## src/rtl/tdm_demux16.sv

```systemverilog
// ============================================================================
// Module      : tdm_demux16
// Description : Serial TDM to parallel-lane demultiplexer with an internal slot
//               counter and a valid/ready frame output. Define TDM_PARITY_EN to
//               add an even-parity slot at the end of each frame.
// Revision    : 1.0 - initial release
// ============================================================================
`default_nettype none

module tdm_demux16 #(
    parameter int LANES = 16,
    parameter int SEL_W = 4
) (
    input  logic             clk,
    input  logic             rst_n,
    input  logic             in_bit,
    input  logic             in_valid,
    input  logic             in_sync,
    output logic [LANES-1:0] data_out,
    output logic             out_valid,
    input  logic             out_ready,
`ifdef TDM_PARITY_EN
    output logic [SEL_W:0]   slot,
`else
    output logic [SEL_W-1:0] slot,
`endif
    output logic             frame_err,
`ifdef TDM_PARITY_EN
    output logic             overrun,
    output logic             parity_err
`else
    output logic             overrun
`endif
);

`ifdef TDM_PARITY_EN
    localparam int c_slot_w = SEL_W + 1;
    localparam int c_sh_w   = LANES;
    localparam logic [c_slot_w-1:0] c_last = c_slot_w'(LANES);
`else
    // The last data bit goes straight to data_out, so the shadow holds one bit fewer.
    localparam int c_slot_w = SEL_W;
    localparam int c_sh_w   = LANES - 1;
    localparam logic [c_slot_w-1:0] c_last = c_slot_w'(LANES - 1);
`endif

    logic [c_slot_w-1:0] r_slot;
    logic [c_sh_w-1:0]   r_shadow;
    logic [LANES-1:0]    r_data;
    logic                r_valid;
    logic                r_ferr;
    logic                r_ovr;
`ifdef TDM_PARITY_EN
    logic                r_perr;
`endif

    logic [SEL_W-1:0]    w_idx;
    logic                w_last;
    logic                w_xfer;

    assign w_idx  = r_slot[SEL_W-1:0];
    assign w_last = (r_slot == c_last);
    assign w_xfer = r_valid & out_ready;

    always_ff @(posedge clk or negedge rst_n) begin
        if (!rst_n) begin
            r_slot   <= '0;
            r_shadow <= '0;
            r_data   <= '0;
            r_valid  <= 1'b0;
            r_ferr   <= 1'b0;
            r_ovr    <= 1'b0;
`ifdef TDM_PARITY_EN
            r_perr   <= 1'b0;
`endif
        end else begin
            r_ferr <= 1'b0;
            if (w_xfer) begin
                r_valid <= 1'b0;
            end
            if (in_valid) begin
                if (in_sync) begin
                    // Sync restarts the frame; any partial frame is silently dropped.
                    r_shadow <= c_sh_w'(in_bit);
                    r_slot   <= c_slot_w'(1);
                    r_ferr   <= (r_slot != '0);
                end else if (w_last) begin
                    r_slot  <= '0;
                    r_valid <= 1'b1;
                    if (r_valid && !out_ready) begin
                        r_ovr <= 1'b1;
                    end
`ifdef TDM_PARITY_EN
                    r_data <= r_shadow;
                    r_perr <= ^{r_shadow, in_bit};
`else
                    r_data <= {in_bit, r_shadow};
`endif
                end else begin
                    r_shadow[w_idx] <= in_bit;
                    r_slot          <= r_slot + c_slot_w'(1);
                end
            end
        end
    end

    assign data_out   = r_data;
    assign out_valid  = r_valid;
    assign slot       = r_slot;
    assign frame_err  = r_ferr;
    assign overrun    = r_ovr;
`ifdef TDM_PARITY_EN
    assign parity_err = r_perr;
`endif

endmodule

`default_nettype wire

```

## config.mk

```make
export PLATFORM = sky130hd
export DESIGN_NAME = tdm_demux16
export DESIGN_NICKNAME = d
export VERILOG_FILES = /design/src/rtl/tdm_demux16.sv
export SDC_FILE = /design/constraint.sdc
export NUM_CORES = 1
export LEC_CHECK = 0
export ABC_AREA = 1
export CAP_MARGIN = 20
export CELL_PAD_IN_SITES_DETAIL_PLACEMENT = 1
export CELL_PAD_IN_SITES_GLOBAL_PLACEMENT = 1
export CORE_MARGIN = 3
export CORE_UTILIZATION = 39
export CTS_CLUSTER_SIZE = 14
export DETAILED_ROUTE_END_ITERATION = 6
export PLACE_DENSITY_LB_ADDON = 0.1
export SLEW_MARGIN = 20
export SYNTH_ARGS = -nofsm -noshare
export SYNTH_HDL_FRONTEND = slang
export SYNTH_SLANG_ARGS = --single-unit
```

## constraint.sdc

```tcl
create_clock -name clk -period 1.8 [get_ports clk]
set_clock_uncertainty 0.05 [all_clocks]
set_input_delay 0.36 -clock clk [delete_from_list [all_inputs] [get_ports clk]]
set_output_delay 0.36 -clock clk [all_outputs]
set_load 0.005 [all_outputs]
```

==> results of run 1 <==
## Yosys cell counts, drive strengths merged
| cell | instances | share of area [%] |
|---|---|---|
| o21ai | 23 | 6.0 |
| o22ai | 2 | 0.65 |
| nand2 | 84 | 16 |
| nand4 | 14 | 5.3 |
| buf | 9 | 3.1 |
| clkbuf | 3 | 0.58 |
| nand3 | 23 | 6.6 |
| a21oi | 4 | 1.0 |
| ha | 4 | 2.6 |
| a21o | 1 | 0.39 |
| dfrtp | 38 | 49 |
| nor2 | 12 | 3.4 |
| inv | 22 | 4.3 |
| xor2 | 1 | 0.45 |
## registers in the layout (all words and copies together) (netlist names)
register,cells
data_out,16
r_shadow,15
slot,4
frame_err,1
out_valid,1
overrun,1
## metal layers
metal	vias to the layer above	wire (um)
met5	-	0
met1	810	2278
li1	846	-
met3	4	121
met4	0	44
met2	21	2312
## power by group
group | leakage (nW) | total (W) | internal, W | switching, W
combinational | 0.751 | 0.000408 | 0.000158 | 0.000251
sequential | 0.521 | 0.000947 | 0.000901 | 0.0000454
clock | 0.0524 | 0.000716 | 0.000415 | 0.000302
total | 1.32 | 0.00207 | 0.00147 | 0.000598
## per-stage QoR
step	area (sq um)	hold slack [ps]
floorplan	1931	14.41
finish	2441	63.15
detailed placement	2331	396.0
global route	2441	116.9
global placement	2331	390.5
CTS	2437	85.44
## layout make-up
| cell class | instances | area [sq um] |
|---|---|---|
| Fill cell | 587 | 2123 |
| Sequential cell | 38 | 952.2 |
| Multi-Input combinational cell | 168 | 828.3 |
| Timing Repair Buffer | 40 | 390.4 |
| Inverter | 22 | 82.58 |
| Tap cell | 65 | 81.33 |
| Clock buffer | 7 | 76.32 |
| Clock inverter | 1 | 30.03 |
## how the worst min path moves through the flow
| stage | start | end | cells past startpoint |
|---|---|---|---|
| 6_report | rst_n | data_out[3] | 2 |
| 5_1_grt | rst_n | data_out[4] | 2 |
| 4_1_cts | rst_n | data_out[4] | 2 |
| 3_5_place_dp | rst_n | data_out[3] | 2 |
| 3_3_place_gp | overrun | overrun | 1 |
| 2_1_floorplan | rst_n | data_out[0] | 0 |
## logic make-up after synthesis
| group | after synthesis |
|---|---|
| DFF | 38 |
| and+or+nand+nor | 133 |
| AOI/OAI and AO/OA | 30 |
| xor gates and xnor gates | 1 |
| buffers and inverters | 34 |
| adders and majority gates | 4 |
==> qor.log, run 1 <==
qor: power_and_ir_drop.power.density 848.5 nW/um^2
qor: finish.area_growth_syn_to_layout 26.44%
qor: setup_path.timing.rr.start slot[1]
qor: synthesis.synthAdderAreaFrac 2.592%
qor: setup_path.arrival 1260 ps
qor: detailed_routing.detail_route.drc_violations 0
qor: setup_path.critical_path.reg2reg.endpoint data_out[11]
qor: clock_network.ctsHtreeMaxLevel 2
qor: timing.report.final.setup_viol 0
qor: clock_network.clk_latency 290 ps
qor: timing.finalWorstSetupSlack 125.0 ps
qor: synthesis.post_synth_xor_area_fraction 0.4537%
qor: timing.setup_repair_after_global_routing_missed_its_margin false
qor: setup_path.worst_path_max_delay_cell clkdlybuf4s50_1
qor: clock_network.cts-resized-gates 0
qor: synthesis.syn_inst 240
qor: setup_path.critPathCaptureType output pin
qor: synthesis.synth_top_family_by_area simple AND/OR/NAND/NOR gates
qor: detailed_routing.postRouteAntennaNets 0
qor: synthesis.synth.lib_cells_used.distinct 22
qor: grt.busiest_layer_in_global_routing met2
qor: flow_run.drv_cap 0
qor: synthesis.synth_sequential_area_ratio 49.25%
qor: grt.met3_usage 4.019%
qor: grt.grt_first_pass_wirelength 8.411 mm
qor: run_status.outcome finished, final reports clean
qor: floorplan.rows 24
qor: clock_network.max-clock-path-buffers 2
qor: timing.max_slew.worst_pin.slew 578.8 ps
qor: synthesis.synth-simple-area-share 31.69%
qor: setup_path.cp-endpoint slot[2]
qor: placement.place_hpwl 3.142 mm
qor: clock_network.clk_root_buffer_cell clkbuf_8
qor: clock_network.cts_made_buffers 5
qor: grt.gr_overflow_total 0
qor: finish.n_antenna_cell 0
qor: power_and_ir_drop.sum_of_internal_switching_and_leakage_power 0.002071 W
qor: grt.grt_usage 18.00%
qor: power_and_ir_drop.leakagePower 1.324 nW
qor: detailed_routing.detailedRoute.firstIterationViolations 61
qor: synthesis.synth_compound_area_share 8.036%
qor: clock_network.holdBufCountCts 0
qor: grt.grt_pass1_vias 1,746
qor: grt.antenna_violations_before_repair 0
qor: detailed_routing.drtPass1Iterations 4
qor: grt.grt_start_max_net_pins 39
qor: grt.gr-usage-met1 22.92%
qor: timing.timing.setup.tns 0 ps
qor: finish.final_cells 341
qor: floorplan.floorplan.die_area 5831 sq um
qor: clock_network.clk_transition_reported_paths 70 ps
qor: synthesis.ys_seq_elements 38
qor: floorplan.design.portCount 29
qor: hold_path.hp-class input port to asynchronous set/reset pin
qor: placement.dp_cells 333
qor: synthesis.synth_area 1931 sq um
qor: detailed_routing.route.detailed.wl_per_inst 13.95 um
qor: finish.finalCoreUtilization 53.48%
qor: finish.net_total_in_the_final_layout 285
qor: clock_network.cts.sink_count 38
qor: power_and_ir_drop.irDropWorstVdd 0.5285 mV
qor: clock_network.postCtsSetupBuffers 0
qor: synthesis.yosys-mux-area-fraction 0%
qor: synthesis.synth_warnings 0
qor: setup_path.critical_path.max_fanout 7
qor: grt.grt_util_met2 31.02%
qor: placement.pre_cts_slack -216.5 ps
qor: setup_path.cp_num_buf_inv 1
qor: finish.layout-drive-gt1-share 11.23%
qor: detailed_routing.dr_total_vias 1,681
qor: setup_path.worst_setup_path_startpoint slot[2]
qor: timing.timing.max_slew.rel_slack 61.37%
qor: setup_path.reg2reg_slack 230 ps
qor: setup_path.timing.setup.critical_path_class register to output pin
qor: finish.layout.cells.most_common_list nand2_1, dfrtp_1, clkdlybuf4s50_1, nand3_1
qor: timing.timing.fmax 597.0 MHz
qor: detailed_routing.routed_wirelength 4.756 mm
qor: timing.layout_worst_path_cycle_share 93.05%
qor: finish.layout.cells.most_common nand2_1
qor: floorplan.dieHeight 76.36 um
qor: floorplan.placeableCoreArea 4564 sq um
qor: floorplan.initial_utilization 42.30%
qor: synthesis.synth_nets 250
qor: setup_path.cp_cell_sequence clkdlybuf4s50_1
qor: timing.maxSlewViolCount 0
qor: setup_path.worstPathRequired 1390 ps
qor: floorplan.fp.dieW 76.36 um
qor: timing.count_of_endpoints_failing_hold_in_the_final_timing_report 0
qor: detailed_routing.drt-vias-per-instance 4.930
qor: setup_path.critical_path.top_delay_family buffers and inverters
qor: timing.layout_min_cycle_time 1675 ps
qor: clock_network.clock_tree_from_tritoncts yes
qor: placement.gp_routability_congestion 0.8207
qor: placement.count_of_input_and_output_buffers 28
qor: setup_path.worst_path_largest_cell_delay 530 ps
qor: setup_path.reg2regPathDepth 5
qor: synthesis.synth.avg_cell_area 8.044 sq um
qor: setup_path.worst_setup_path_start_kind register
qor: setup_path.critical_path_depth 1
Power figures use the tool's default switching activity.
==> run 2: changes to the inputs <==
- CORE_ASPECT_RATIO: not set -> 1.1
==> run 2 against run 1 <==
  * First-iteration DRC count shrank 3.3%
  * Sequential share of layout area grew 0.16 points
  * Highest routed layer unchanged
  * Critical endpoint unchanged
  * Cell count fell by 2.3%
  * Combinational power rose by 3%
  * Cell area fell by 0.41%
  * Register-to-register slack got worse by 130 ps
  * Via count down 0.36%
  * Clock power down 11%
  * Critical path type unchanged
==> qor.log, run 2 (synthesized netlist as in run 1, its figures left out) <==
qor: run_status.outcome finished, final reports clean [unchanged]
qor: setup_path.critPathCaptureType output pin [unchanged]
qor: placement.dp_cells 324 [was 333]
qor: grt.met3_usage 3.904% [was 4.019%]
qor: hold_path.hp-class input port to asynchronous set/reset pin [unchanged]
qor: clock_network.postCtsSetupBuffers 0 [unchanged]
qor: clock_network.clk_latency 300 ps [was 290 ps]
qor: setup_path.critical_path.max_fanout 9 [was 7]
qor: timing.maxSlewViolCount 0 [unchanged]
qor: timing.report.final.setup_viol 0 [unchanged]
qor: clock_network.holdBufCountCts 0 [unchanged]
qor: clock_network.clk_root_buffer_cell clkbuf_8 [unchanged]
qor: finish.area_growth_syn_to_layout 25.92% [was 26.44%]
qor: power_and_ir_drop.leakagePower 1.332 nW [was 1.324 nW]
qor: timing.timing.max_slew.rel_slack 62.90% [was 61.37%]
qor: finish.layout.cells.most_common_list nand2_1, dfrtp_1, clkdlybuf4s50_1, nand3_1 [unchanged]
qor: detailed_routing.detailedRoute.firstIterationViolations 59 [was 61]
qor: grt.grt_usage 17.80% [was 18.00%]
qor: finish.net_total_in_the_final_layout 286 [was 285]
qor: floorplan.design.portCount 29 [unchanged]
qor: setup_path.worst_path_max_delay_cell clkdlybuf4s50_1 [unchanged]
qor: setup_path.timing.setup.critical_path_class register to output pin [unchanged]
qor: floorplan.rows 26 [was 24]
qor: floorplan.fp.dieW 73.09 um [was 76.36 um]
qor: clock_network.clock_tree_from_tritoncts yes [unchanged]
qor: detailed_routing.postRouteAntennaNets 0 [unchanged]
qor: timing.layout_min_cycle_time 1716 ps [was 1675 ps]
qor: grt.gr-usage-met1 24.88% [was 22.92%]
qor: setup_path.worst_setup_path_start_kind register [unchanged]
qor: floorplan.placeableCoreArea 4717 sq um [was 4564 sq um]
qor: setup_path.reg2reg_slack 100 ps [was 230 ps]
qor: clock_network.cts.sink_count 38 [unchanged]
qor: timing.count_of_endpoints_failing_hold_in_the_final_timing_report 0 [unchanged]
qor: timing.max_slew.worst_pin.slew 555.8 ps [was 578.8 ps]
qor: flow_run.drv_cap 0 [unchanged]
qor: timing.layout_worst_path_cycle_share 95.31% [was 93.05%]
qor: timing.finalWorstSetupSlack 84.37 ps [was 125.0 ps]
qor: clock_network.clk_transition_reported_paths 80 ps [was 70 ps]
qor: detailed_routing.drtPass1Iterations 4 [unchanged]
qor: setup_path.timing.rr.start slot[1] [unchanged]
qor: grt.grt_util_met2 26.92% [was 31.02%]
qor: grt.grt_start_max_net_pins 39 [unchanged]
qor: clock_network.ctsHtreeMaxLevel 2 [unchanged]
qor: finish.final_cells 333 [was 341]
qor: setup_path.worst_path_largest_cell_delay 540 ps [was 530 ps]
qor: power_and_ir_drop.irDropWorstVdd 0.3730 mV [was 0.5285 mV]
qor: floorplan.initial_utilization 40.93% [was 42.30%]
qor: floorplan.dieHeight 79.79 um [was 76.36 um]
qor: detailed_routing.detail_route.drc_violations 0 [unchanged]
qor: setup_path.critical_path.top_delay_family buffers and inverters [unchanged]
qor: setup_path.critical_path.reg2reg.endpoint r_shadow[0] [was data_out[11]]
qor: power_and_ir_drop.power.density 826.4 nW/um^2 [was 848.5 nW/um^2]
qor: setup_path.worstPathRequired 1390 ps [about the same]
qor: timing.timing.fmax 582.9 MHz [was 597.0 MHz]
qor: grt.grt_first_pass_wirelength 8.045 mm [was 8.411 mm]
qor: finish.layout.cells.most_common nand2_1 [unchanged]
qor: setup_path.cp_num_buf_inv 1 [unchanged]
qor: placement.place_hpwl 3.163 mm [was 3.142 mm]
qor: finish.n_antenna_cell 0 [unchanged]
qor: setup_path.cp_cell_sequence clkdlybuf4s50_1 [unchanged]
qor: finish.layout-drive-gt1-share 12.27% [was 11.23%]
qor: placement.pre_cts_slack -140.5 ps [was -216.5 ps]
qor: grt.antenna_violations_before_repair 0 [unchanged]
qor: detailed_routing.route.detailed.wl_per_inst 13.99 um [was 13.95 um]
qor: setup_path.arrival 1310 ps [was 1260 ps]
qor: grt.grt_pass1_vias 1,654 [was 1,746]
qor: clock_network.max-clock-path-buffers 2 [unchanged]
qor: placement.count_of_input_and_output_buffers 28 [unchanged]
qor: setup_path.reg2regPathDepth 6 [was 5]
qor: placement.gp_routability_congestion 0.7840 [was 0.8207]
qor: timing.setup_repair_after_global_routing_missed_its_margin false [unchanged]
qor: detailed_routing.drt-vias-per-instance 5.030 [was 4.930]
qor: detailed_routing.routed_wirelength 4.658 mm [was 4.756 mm]
qor: grt.gr_overflow_total 0 [unchanged]
qor: clock_network.cts_made_buffers 5 [unchanged]
qor: grt.busiest_layer_in_global_routing met2 [unchanged]
qor: floorplan.floorplan.die_area 5831 sq um [about the same]
qor: finish.largest_register_ffs 16 [unchanged]
qor: detailed_routing.dr_total_vias 1,675 [was 1,681]
==> run 2: cell count changes in the layout (fill, tap and decap cells not counted) <==
cell | previous run | this run
bufinv_16 | 1 | 0
clkbuf_1 | 2 | 0
clkbuf_8 | 5 | 6
clkinv_2 | 0 | 1
clkinvlp_4 | 0 | 1
nand4_2 | 0 | 1
==> run 2: worst max path at each step <==
| stage | startpoint | end | slack, ps | cells after the start |
|---|---|---|---|---|
| floorplan | slot[0] | data_out[10] | 370 | 5 |
| finish | slot[2] | slot[2] | 80 | 1 |
| CTS | slot[2] | slot[2] | 80 | 1 |
| detailed placement | in_bit | r_shadow[13] | -140 | 5 |
| global placement | in_bit | r_shadow[2] | -160 | 5 |
| global route | slot[2] | slot[2] | 20 | 1 |
==> run 2: per-layer routing <==
metal / vias to the layer above / share of wire [%]
met5: - / 0
li1: 859 / -
met1: 779 / 50
met4: 0 / 2.0
met2: 28 / 44
met3: 9 / 3.7
==> run 2: layout make-up <==
type	count	area (sq um)
clock inverter	2	12.51
fill	581	2286
clock buffer	6	82.58
timing repair buffer	40	390.4
inverter	22	82.58
tap	56	70.07
sequential	38	952.2
multi-input combinational	169	840.8
==> run 2: through the flow <==
step	util, %	power (W)	setup TNS (ps)	instance area [sq um]	hold slack (ps)
2_1_floorplan	-	0.001200	0	1931	14.41
3_3_place_gp	49.18	0.001374	-2019	2320	387.1
3_5_place_dp	49.18	0.001382	-1695	2320	393.2
4_1_cts	51.22	0.002023	0	2416	81.47
5_1_grt	51.54	0.002131	0	2431	108.3
6_report	51.54	0.002009	0	2431	59.60
==> run 2: repair_timing <==
item	4_1_cts	5_1_grt
endpoints found under the setup margin	1	12
resized for setup	1	1
cloned	0	1
==> run 2: report_power, final <==
group	total [W]	switching, W	internal (W)	leakage (nW)
combinational	0.000421	0.000253	0.000168	0.764
clock	0.000635	0.000327	0.000308	0.0472
sequential	0.000953	0.0000522	0.000901	0.521
==> run 3: changes to the inputs <==
--- a/config.mk
+++ b/config.mk
@@ -7,3 +7,3 @@
 export LEC_CHECK = 0
-export ABC_AREA = 1
+export ABC_AREA = 0
 export CAP_MARGIN = 20
@@ -13,3 +13,3 @@
 export CORE_MARGIN = 3
-export CORE_UTILIZATION = 39
+export CORE_UTILIZATION = 42
 export CTS_CLUSTER_SIZE = 14
==> constraint.sdc (replaced) <==
create_clock -name clk -period 1.8 [get_ports clk]
set_clock_uncertainty 0.05 [all_clocks]
set_input_delay 0.27 -clock clk [delete_from_list [all_inputs] [get_ports clk]]
set_output_delay 0.27 -clock clk [all_outputs]
set_load 0.005 [all_outputs]
==> run 3 against run 2 <==
  * Register-to-register slack lost 20 ps
  * Combinational power rose by 37%
  * Clock power rose by 38%
  * Clock-buffer cell count fell by 1
  * Setup slack worse by 1.8 ps
  * Largest power group unchanged
  * Utilization is 7.6 points higher
==> qor.log, run 3 <==
qor: run_status.outcome finished, final reports clean [unchanged]
qor: floorplan.design.portCount 29 [unchanged]
qor: finish.area_growth_syn_to_layout 31.66% [was 25.92%]
qor: power_and_ir_drop.power.density 1028 nW/um^2 [was 826.4 nW/um^2]
qor: clock_network.ctsHtreeMaxLevel 2 [unchanged]
qor: hold_path.hp-class register to register [was input port to asynchronous set/reset pin]
qor: clock_network.clk_latency 290 ps [was 300 ps]
qor: finish.layout.cells.most_common_list dfrtp_1, clkdlybuf4s50_1, buf_4, nand3b_1, mux2_2 [was nand2_1, dfrtp_1, clkdlybuf4s50_1, nand3_1]
qor: flow_run.drv_cap 0 [unchanged]
qor: timing.setup_repair_after_global_routing_missed_its_margin true [was false]
qor: setup_path.critPathCaptureType register [was output pin]
qor: grt.grt_usage 20.10% [was 17.80%]
qor: floorplan.initial_utilization 44.95% [was 40.93%]
qor: synthesis.ys.flop_type dfrtp_1 [unchanged]
qor: floorplan.dieHeight 75.60 um [was 79.79 um]
qor: detailed_routing.dr_total_vias 1,473 [was 1,675]
qor: clock_network.cts_made_buffers 5 [unchanged]
qor: clock_network.postCtsSetupBuffers 0 [unchanged]
qor: timing.max_slew.worst_pin.slew 517.9 ps [was 555.8 ps]
qor: synthesis.synth.top_cell.area_share 51.42% [was 49.25%]
qor: timing.layout_min_cycle_time 1717 ps [was 1716 ps]
qor: synthesis.synth_area 1849 sq um [was 1931 sq um]
qor: placement.count_of_input_and_output_buffers 28 [unchanged]
qor: grt.grt_first_pass_wirelength 8.093 mm [was 8.045 mm]
qor: power_and_ir_drop.leakagePower 1.097 nW [was 1.332 nW]
qor: setup_path.worstPathRequired 1920 ps [was 1390 ps]
qor: detailed_routing.postRouteAntennaNets 0 [unchanged]
qor: timing.layout_worst_path_cycle_share 95.41% [was 95.31%]
qor: finish.n_antenna_cell 0 [unchanged]
qor: floorplan.placeableCoreArea 4114 sq um [was 4717 sq um]
qor: synthesis.synth.lib_cells_used.distinct 40 [was 22]
qor: timing.report.final.setup_viol 0 [unchanged]
qor: synthesis.synth_warnings 0 [unchanged]
qor: grt.grt_pass1_vias 1,570 [was 1,654]
qor: placement.gp_routability_congestion 0.8202 [was 0.7840]
qor: finish.finalCoreUtilization 59.18% [was 51.54%]
qor: clock_network.clk_transition_reported_paths 80 ps [about the same]
qor: placement.dp_cells 245 [was 324]
qor: finish.nFillCells 423 [was 581]
qor: placement.place_hpwl 3.457 mm [was 3.163 mm]
qor: timing.count_of_endpoints_failing_hold_in_the_final_timing_report 0 [unchanged]
qor: finish.layout-drive-gt1-share 22.28% [was 12.27%]
qor: setup_path.timing.setup.critical_path_class register to register [was register to output pin]
qor: detailed_routing.routed_wirelength 4.807 mm [was 4.658 mm]
qor: detailed_routing.detail_route.drc_violations 0 [unchanged]
qor: clock_network.max-clock-path-buffers 2 [unchanged]
qor: synthesis.synth.avg_cell_area 11.63 sq um [was 8.044 sq um]
qor: synthesis.synth.largest_area_cell dfrtp_1 [unchanged]
qor: timing.timing.fmax 582.3 MHz [was 582.9 MHz]
qor: timing.timing.max_slew.rel_slack 65.47% [was 62.90%]
qor: timing.maxSlewViolCount 0 [unchanged]
qor: finish.net_total_in_the_final_layout 211 [was 286]
qor: setup_path.worst_setup_path_start_kind register [unchanged]
qor: floorplan.floorplan.die_area 5236 sq um [was 5831 sq um]
qor: setup_path.critical_path.max_fanout 9 [unchanged]
qor: floorplan.fp.dieW 69.27 um [was 73.09 um]
qor: synthesis.most_instantiated_cells_after_synthesis dfrtp_1, mux2_2, nand3b_1 [was nand2_1, dfrtp_1, nand3_1]
qor: synthesis.synth-edff-count 0 [unchanged]
qor: power_and_ir_drop.irDropWorstVdd 0.7613 mV [was 0.3730 mV]
qor: finish.layout.cells.most_common dfrtp_1 [was nand2_1]
qor: synthesis.ys_async_sr_fraction 100.0% [unchanged]
qor: detailed_routing.route.detailed.wl_per_inst 18.93 um [was 13.99 um]
qor: detailed_routing.detailedRoute.firstIterationViolations 61 [was 59]
qor: grt.gr_overflow_total 0 [unchanged]
qor: setup_path.arrival 1840 ps [was 1310 ps]
qor: finish.final_cells 254 [was 333]
qor: detailed_routing.drt-vias-per-instance 5.799 [was 5.030]
qor: clock_network.cts.sink_count 38 [unchanged]
qor: clock_network.clk_root_buffer_cell clkbuf_8 [unchanged]
qor: finish.multiInputGateArea 819.5 sq um [was 840.8 sq um]
qor: detailed_routing.drtPass1Iterations 4 [unchanged]
qor: clock_network.clock_tree_from_tritoncts yes [unchanged]
qor: grt.grt_start_max_net_pins 24 [was 39]
qor: synthesis.ys_seq_elements 38 [unchanged]
qor: synthesis.synth_sequential_area_ratio 51.42% [was 49.25%]
qor: synthesis.count_leader_synth dfrtp_1 [was nand2_1]
qor: synthesis.synth_nets 169 [was 250]
qor: synthesis.yosys-top-cells-area dfrtp_1, mux2_2, mux2_1 [was dfrtp_1, nand2_1, nand3_1]
qor: power_and_ir_drop.sum_of_internal_switching_and_leakage_power 0.002504 W [was 0.002009 W]
qor: grt.antenna_violations_before_repair 0 [unchanged]
qor: floorplan.rows 24 [was 26]
qor: synthesis.syn_inst 159 [was 240]
qor: finish.seqCellArea 953.4 sq um [was 952.2 sq um]
qor: finish.largest_register_ffs 16 [unchanged]
-- run 3: cell type report --
| cell class | count | share of cell area (%) |
|---|---|---|
| well taps | 52 | 2.672 |
| clock inverters | 3 | 2.826 |
| multi-input cells | 102 | 33.66 |
| repair buffers | 47 | 17.78 |
| flip-flops and latches | 38 | 39.16 |
| clock buffers | 5 | 2.826 |
| inverters | 7 | 1.079 |
-- run 3: logic make-up after synthesis --
logic type | share of synthesized area [%]
adders and majority gates | 2.706
and+or+nand+nor | 16.17
buffers and inverters | 4.533
AOI/OAI and AO/OA | 14.28
muxes | 10.89
DFF | 51.42
-- run 3: layer usage --
| layer | vias to the layer above | track usage [%] | part of all wire, % |
|---|---|---|---|
| met5 | - | 0 | 0 |
| met4 | 0 | 8.026 | 2.8 |
| met3 | 13 | 4.749 | 3.2 |
| met2 | 37 | 37.18 | 53 |
| met1 | 753 | 22.83 | 41 |
| li1 | 670 | - | - |
-- run 3: worst paths after layout --
check                              from          end  slack (ps)  cells after the start
worst max-delay path            slot[0]  data_out[8]          80                      5
worst min-delay path            overrun      overrun         420                      1
worst max register to register  slot[0]  data_out[8]          80                      5
worst min register to register  overrun      overrun         420                      1
max in group asynchronous         rst_n  data_out[4]         740                      3
min in group asynchronous         rst_n  data_out[1]         430                      2
-- run 3: power breakdown --
part           internal [W]  switching [W]
logic              0.000289       0.000288
registers          0.000952      0.0000973
clock network      0.000555       0.000323
total               0.00180       0.000708
-- run 3: repair_timing --
| item | in CTS | in global routing |
|---|---|---|
| gates resized for setup | 2 | 2 |
| hold endpoints to repair | 21 | 0 |
| setup endpoints to repair | 5 | 18 |
| hold buffers | 1 | 0 |
| pin swaps | 0 | 0 |
-- run 3: metrics by stage --
| stage | instance area, sq um | setup slack, ps | TNS, ps | hold WS, ps |
|---|---|---|---|---|
| 5_1_grt | 2435 | -7.501 | -21.10 | 461.8 |
| 3_3_place_gp | 2280 | -2.790 | -5.481 | 204.5 |
| 6_report | 2435 | 82.57 | 0 | 420.6 |
| 2_1_floorplan | 1849 | 29.64 | 0 | -75.59 |
| 3_5_place_dp | 2280 | -112.8 | -953.0 | 213.7 |
| 4_1_cts | 2430 | 41.02 | 0 | 427.9 |
-- run 3: worst max-delay path, stage by stage, from the launching register on --
cell	delay, ps
dfrtp_2	420
ha_2	230
nand3_2	140
nor3_4	190
buf_4	210
mux2_1	350
